### src/rtl/muldiv_pkg.sv
// muldiv_pkg: op encodings, FSM states and shared helpers for mult_div_unit.
package muldiv_pkg;
    localparam logic [2:0] OP_MULT  = 3'd0;
    localparam logic [2:0] OP_MULTU = 3'd1;
    localparam logic [2:0] OP_DIV   = 3'd2;
    localparam logic [2:0] OP_DIVU  = 3'd3;
    localparam logic [2:0] OP_MADD  = 3'd4;
    localparam logic [2:0] OP_MSUB  = 3'd5;
    localparam logic [2:0] OP_MTHI  = 3'd6;
    localparam logic [2:0] OP_MTLO  = 3'd7;
    localparam logic [63:0] DIV0_LO = '1;

    typedef enum logic [1:0] {IDLE, RUN, ADJ, DONE} state_t;

    function automatic logic is_signed_op(input logic [2:0] o);
        return o == OP_MULT || o == OP_DIV || o == OP_MADD || o == OP_MSUB;
    endfunction

    function automatic logic is_div_op(input logic [2:0] o);
        return o == OP_DIV || o == OP_DIVU;
    endfunction

    function automatic logic is_mt_op(input logic [2:0] o);
        return o == OP_MTHI || o == OP_MTLO;
    endfunction
endpackage

### src/rtl/muldiv_iter.sv
// muldiv_iter: unsigned one-step-per-enable shift-add multiply / restoring divide.
module muldiv_iter #(
    parameter int WIDTH = 32
) (
    input  logic               clk,
    input  logic               reset,
    input  logic               load,
    input  logic               step,
    input  logic               divide,
    input  logic [WIDTH-1:0]   init,
    input  logic [WIDTH-1:0]   m,
    output logic [2*WIDTH-1:0] acc
);
    logic [WIDTH:0]   sum;
    logic [WIDTH:0]   rem_sh;
    logic [WIDTH-1:0] rem_new;
    logic             ge;

    // Multiply keeps the multiplier in the low half; divide keeps {remainder, quotient}.
    assign sum     = {1'b0, acc[2*WIDTH-1:WIDTH]} + {1'b0, m};
    assign rem_sh  = {acc[2*WIDTH-1:WIDTH], acc[WIDTH-1]};
    assign ge      = rem_sh >= {1'b0, m};
    assign rem_new = ge ? rem_sh[WIDTH-1:0] - m : rem_sh[WIDTH-1:0];

    always_ff @(posedge clk) begin
        if (reset)
            acc <= '0;
        else if (load)
            acc <= {{WIDTH{1'b0}}, init};
        else if (step)
            acc <= divide ? {rem_new, acc[WIDTH-2:0], ge}
                          : {acc[0] ? sum : {1'b0, acc[2*WIDTH-1:WIDTH]}, acc[WIDTH-1:1]};
    end
endmodule

### src/rtl/mult_div_unit.sv
// mult_div_unit: iterative MIPS multiply/divide feeding the HI/LO register pair.
import muldiv_pkg::*;

module mult_div_unit #(
    parameter int WIDTH = 32,
    parameter int ITER  = WIDTH
) (
    input  logic             clk,
    input  logic             reset,
    input  logic             start,
    input  logic [2:0]       op,
    input  logic [WIDTH-1:0] a,
    input  logic [WIDTH-1:0] b,
    input  logic [WIDTH-1:0] hi_in,
    input  logic [WIDTH-1:0] lo_in,
    output logic             busy,
    output logic             done,
    output logic             hilo_write,
    output logic [WIDTH-1:0] hi_out,
    output logic [WIDTH-1:0] lo_out
);
    localparam int CW = $clog2(ITER + 1);

    state_t               state;
    logic [CW-1:0]        cnt;
    logic [2:0]           op_r;
    logic [WIDTH-1:0]     a_r, b_r, hi_r, lo_r, am, bm;
    logic [WIDTH-1:0]     a_mag, b_mag, q, r;
    logic [2*WIDTH-1:0]   acc, prod_s, div_res, res;
    logic                 neg, rem_neg;

    assign hilo_write = done;
    assign a_mag = (is_signed_op(op) && a[WIDTH-1]) ? -a : a;
    assign b_mag = (is_signed_op(op) && b[WIDTH-1]) ? -b : b;

    muldiv_iter #(.WIDTH(WIDTH)) u_iter (
        .clk    (clk),
        .reset  (reset),
        .load   (state == IDLE && start && !is_mt_op(op)),
        .step   (state == RUN),
        .divide (is_div_op(op_r)),
        .init   (is_div_op(op) ? a_mag : b_mag),
        .m      (is_div_op(op_r) ? bm : am),
        .acc    (acc)
    );

    always_comb begin
        neg     = is_signed_op(op_r) && (a_r[WIDTH-1] ^ b_r[WIDTH-1]);
        rem_neg = is_signed_op(op_r) && a_r[WIDTH-1];
        q       = acc[WIDTH-1:0];
        r       = acc[2*WIDTH-1:WIDTH];
        prod_s  = neg ? -acc : acc;
        // Divide by zero bypasses the sign fix-up so HI returns the raw dividend.
        div_res = (b_r == '0) ? {a_r, DIV0_LO[WIDTH-1:0]}
                              : {rem_neg ? -r : r, neg ? -q : q};
        res     = op_r == OP_MADD ? {hi_r, lo_r} + prod_s :
                  op_r == OP_MSUB ? {hi_r, lo_r} - prod_s :
                  is_div_op(op_r) ? div_res : prod_s;
    end

    always_ff @(posedge clk) begin
        if (reset) begin
            state  <= IDLE;
            cnt    <= '0;
            busy   <= 1'b0;
            done   <= 1'b0;
            hi_out <= '0;
            lo_out <= '0;
        end else begin
            done <= 1'b0;
            case (state)
                IDLE: if (start) begin
                    op_r <= op;
                    a_r  <= a;
                    b_r  <= b;
                    hi_r <= hi_in;
                    lo_r <= lo_in;
                    am   <= a_mag;
                    bm   <= b_mag;
                    cnt  <= '0;
                    busy <= 1'b1;
                    if (is_mt_op(op)) begin
                        state  <= DONE;
                        done   <= 1'b1;
                        hi_out <= op == OP_MTHI ? a : hi_in;
                        lo_out <= op == OP_MTHI ? lo_in : a;
                    end else
                        state <= RUN;
                end
                RUN: begin
                    cnt <= cnt + 1'b1;
                    if (cnt == CW'(ITER - 1))
                        state <= ADJ;
                end
                ADJ: begin
                    state            <= DONE;
                    done             <= 1'b1;
                    {hi_out, lo_out} <= res;
                end
                default: begin
                    state <= IDLE;
                    busy  <= 1'b0;
                end
            endcase
        end
    end
endmodule
### config.mk
export PLATFORM = sky130hd
export DESIGN_NAME = mult_div_unit
export DESIGN_NICKNAME = d
export VERILOG_FILES = /design/src/rtl/muldiv_pkg.sv /design/src/rtl/muldiv_iter.sv /design/src/rtl/mult_div_unit.sv
export SDC_FILE = /design/constraint.sdc
export NUM_CORES = 1
export LEC_CHECK = 0
export ABC_AREA = 1
export CORE_ASPECT_RATIO = 1.5
export CORE_MARGIN = 3
export CORE_UTILIZATION = 40
export CTS_CLUSTER_DIAMETER = 50
export DETAILED_ROUTE_END_ITERATION = 8
export PLACE_DENSITY = 0.64
export SYNTH_ARGS = -nofsm -noshare
export SYNTH_HDL_FRONTEND = slang
export SYNTH_SLANG_ARGS = --single-unit
### constraint.sdc
create_clock -name clk -period 12.85 [get_ports clk]
set_clock_uncertainty 0.2 [all_clocks]
set_input_delay 2.57 -clock clk [delete_from_list [all_inputs] [get_ports clk]]
set_output_delay 2.57 -clock clk [all_outputs]
set_load 0.02 [all_outputs]
==> flow_metrics.py <==
metrics = {
    "timing": {
        "finalHoldViolCount": 0,
        "setup_slack_ns": 6.24,
        "slew_headroom_pct": 2.12,
        "finalCritPeriodShare_pct": 51.4,
        "fin_tns_setup_ns": 0,
        "drv_slew": 0,
        "final-setup-viol-count": 0,
        "whs_ns": 0.264,
        "fin_crit_ns": 6.61,
        "worstMarginPinSlew_ns": 1.45,
        "max_freq_ghz": 0.151,
        "grt_setup_unrepaired": "false",
    },
    "clock_network": {
        "cts_tree": "done",
        "clk_pin_slew_worst_paths_ns": 0.06,
        "numCtsBuffers": 42,
        "post_cts_buffers": 0,
        "post_cts_resized": 0,
        "ctsHoldBuffers": 0,
        "clock-sinks": 331,
        "cts-root-buf": "clkbuf_16",
        "clockBufferDepth": 3,
        "insertion_delay_ns": 0.64,
        "h-tree-depth": 2,
    },
    "power": {
        "p_clk_share_pct": 13.0,
        "p_leak_nw": 15.8,
        "p_per_area_nw_per_um2": 259,
        "combPwrFrac_pct": 70.3,
        "p_seq_share_pct": 16.7,
        "internal-power_mw": 3.94,
        "ir_worst_vdd_mv": 0.123,
        "p_sw_share_pct": 58.4,
        "switching_power_mw": 5.53,
    },
    "logic_synthesis": {
        "yosysWarnings": 0,
        "avgSynthCellArea_um2": 6.44,
        "yosysSeqAreaShare_pct": 26.5,
        "postSynthCellCount": 5005,
        "synthesis.area_um2": 32200,
        "ys.flop_type": "edfxtp_1",
        "synth-seq-cells": 331,
        "synth_edf_count": 193,
        "syn_nets": 5325,
        "async_reset_ff_share_pct": 0,
        "yosysUniqueCellTypes": 67,
    },
    "global_route": {
        "grt_pass1_vias": 34600,
        "grt.overflow.total": 0,
        "antenna_found_initial": 7,
        "grt_max_degree": 141,
        "track_usage_pct": 37.0,
        "grt_pass1_wl_um": 229000,
    },
    "die": {
        "start_util_pct": 40.7,
        "die_h_um": 354,
        "dieWidth_um": 238,
        "pin_count": 201,
        "core_um2": 79300,
        "std_cell_rows": 126,
        "die_area_um2": 84100,
    },
    "worst_setup_path": {
        "timing.critical_path.buf_inv": 5,
        "cp.depth": 26,
        "required_ns": 13.18,
        "arrival_ns": 6.94,
        "endpoint_kind": "register",
        "cp_top_family": "compound AO/OA/AOI/OAI gates",
        "rr_worst_depth": 26,
        "critical_path_class": "reg -> reg",
        "crit_top_cell": "nand2_1",
        "slowest_delay_ns": 0.74,
        "crit_fanout": 68,
        "cp-start-kind": "register",
        "slowest_stage": "a21oi_1",
    },
    "detailed_routing": {
        "wl_um": 161000,
        "detail-route-antenna-nets": 0,
        "drc": 0,
        "vias": 36300,
        "drtPass1Iterations": 6,
        "via_per_inst": 5.91,
        "first_iter_violations": 4052,
        "wl_per_cell_um": 26.2,
    },
    "run": {
        "max_cap_violations": 0,
    },
    "outcome": {
        "status": "complete, no violations",
    },
    "final_layout": {
        "nets": 5408,
        "layout-drive-gt1-share_pct": 4.41,
        "synthToLayoutAreaGrowth_pct": 13.3,
        "fill_cells": 8392,
    },
    "placed_design": {
        "port_buffers": 200,
        "gp_congestion": 1.08,
        "post-place-ws_ns": 6.41,
        "hpwl_um": 128000,
    },
    "worst_hold_path": {
        "whs_path_depth": 2,
        "hp-class": "reg -> reg",
    },
}
Yosys cell counts (7+ instances only):
cell type / n / area share, %
a21o_1: 9 / 0.21
a21oi_1: 486 / 7.5
a21oi_2: 12 / 0.33
a221oi_1: 8 / 0.22
a31oi_1: 75 / 1.5
buf_1: 13 / 0.15
buf_2: 17 / 0.26
clkbuf_1: 169 / 2.0
dfxtp_1: 138 / 8.6
edfxtp_1: 193 / 18
ha_1: 182 / 7.1
inv_1: 708 / 8.2
nand2_1: 1037 / 12
nand2_2: 12 / 0.23
nand3_1: 238 / 3.7
nand4_1: 71 / 1.4
nor2_1: 513 / 6.0
nor3_1: 56 / 0.87
nor4_1: 38 / 0.74
o2111ai_1: 19 / 0.52
o211ai_1: 76 / 1.8
o21a_1: 18 / 0.42
o21ai_0: 498 / 7.7
o21ai_1: 27 / 0.42
o21bai_1: 26 / 0.61
o221ai_1: 27 / 0.73
o31ai_1: 7 / 0.16
or2_2: 40 / 0.78
xnor2_1: 35 / 0.95
xor2_1: 157 / 4.3
path summary, 6_finish.rpt:
check,startpoint,to,slack (ns)
max reg2reg,op_r[0],hi_out[9],6.24
min,lo_out[16],lo_out[16],0.26
min reg2reg,lo_out[16],lo_out[16],0.26
max,op_r[0],hi_out[9],6.24
power groups by stage:
stage                     sequential, mW  clock (mW)  combinational [mW]
after global placement              1.59           0                6.42
after global routing                1.60        1.28                7.19
final                               1.58        1.23                6.66
after detailed placement            1.59           0                6.40
after CTS                           1.57        1.24                6.44
after floorplan                     1.59           0                4.22
routing by layer:
metal / GRT usage [%] / wire length, µm / vias to the layer above
met3: 5.11 / 12200 / 535
li1: - / - / 17000
met5: 0 / 42 / -
met4: 30.9 / 16600 / 6
met2: 58.9 / 71500 / 1836
met1: 44.1 / 60900 / 17000
state kept, by name, summed over array words and instances (netlist names), 6 cells and up:
signal	count
u_iter.acc	64
a_r	32
b_r	32
hi_out	32
hi_r	32
lo_out	32
lo_r	32
am	31
bm	31
cnt	6
worst reg2reg max path: stages (launching register included):
cell and delay (ns):
edfxtp_1 0.42, inv_1 0.17, o21ai_2 0.10, nor2_4 0.10
buf_4 0.57, inv_2 0.44, nor2_1 0.25, xor2_1 0.30
inv_1 0.10, ha_1 0.39, a21oi_1 0.18, nand2_1 0.13
nand2_1 0.09, nand2_1 0.11, a21oi_1 0.36, o21ai_2 0.14
a21oi_1 0.74, inv_1 0.21, nand2_1 0.11, nand2_1 0.14
a21boi_1 0.54, o21bai_1 0.17, a21oi_1 0.14, o21ai_0 0.10
nand3_1 0.10, nand2_1 0.07, a21oi_1 0.11
area by class of cell:
type / instances / area [µm²] / area share (%)
inverters: 718 / 2700 / 7.39
well taps: 1024 / 1280 / 3.51
clock buffers: 55 / 1160 / 3.18
multi-input cells: 3749 / 20200 / 55.3
diodes: 4 / 10.0 / 0.0274
clock inverters: 23 / 254 / 0.695
flip-flops and latches: 331 / 8560 / 23.4
repair buffers: 246 / 2350 / 6.45
layout by cell type, fill, tap and decap left out, drive strengths merged, types with 19 or more instances in the layout:
cell and n:
nand2 1049, inv 723, o21ai 530, nor2 514
a21oi 498, nand3 244, clkdlybuf4s50 199, edfxtp 193
ha 182, xor2 157, dfxtp 138, o211ai 76
a31oi 75, nand4 72, nor3 61, clkbuf 55
buf 47, or2 42, nor4 38, xnor2 35
o21bai 28, o221ai 27, o2111ai 19
logic make-up after synthesis:
group / Yosys count / share of synthesized area (%)
buffers and inverters: 925 / 11.0
and+or+nand+nor: 2033 / 26.5
AOI/OAI and AO/OA: 1338 / 23.4
adders and majority gates: 186 / 7.31
xor gates and xnor gates: 192 / 5.22
DFF: 331 / 26.5
per-stage QoR:
step | cell area, µm² | total power [mW] | instances | util (%)
final | 36500 | 9.47 | 6150 | 46.1
after global routing | 36500 | 10.1 | 6146 | 46.0
after CTS | 36500 | 9.25 | 6146 | 46.0
after detailed placement | 35100 | 8.00 | 6068 | 44.3
after global placement | 35100 | 8.01 | 6068 | 44.3
after floorplan | 32200 | 5.81 | 5005 | -
Note: power is estimated with default switching activity, not from simulation.
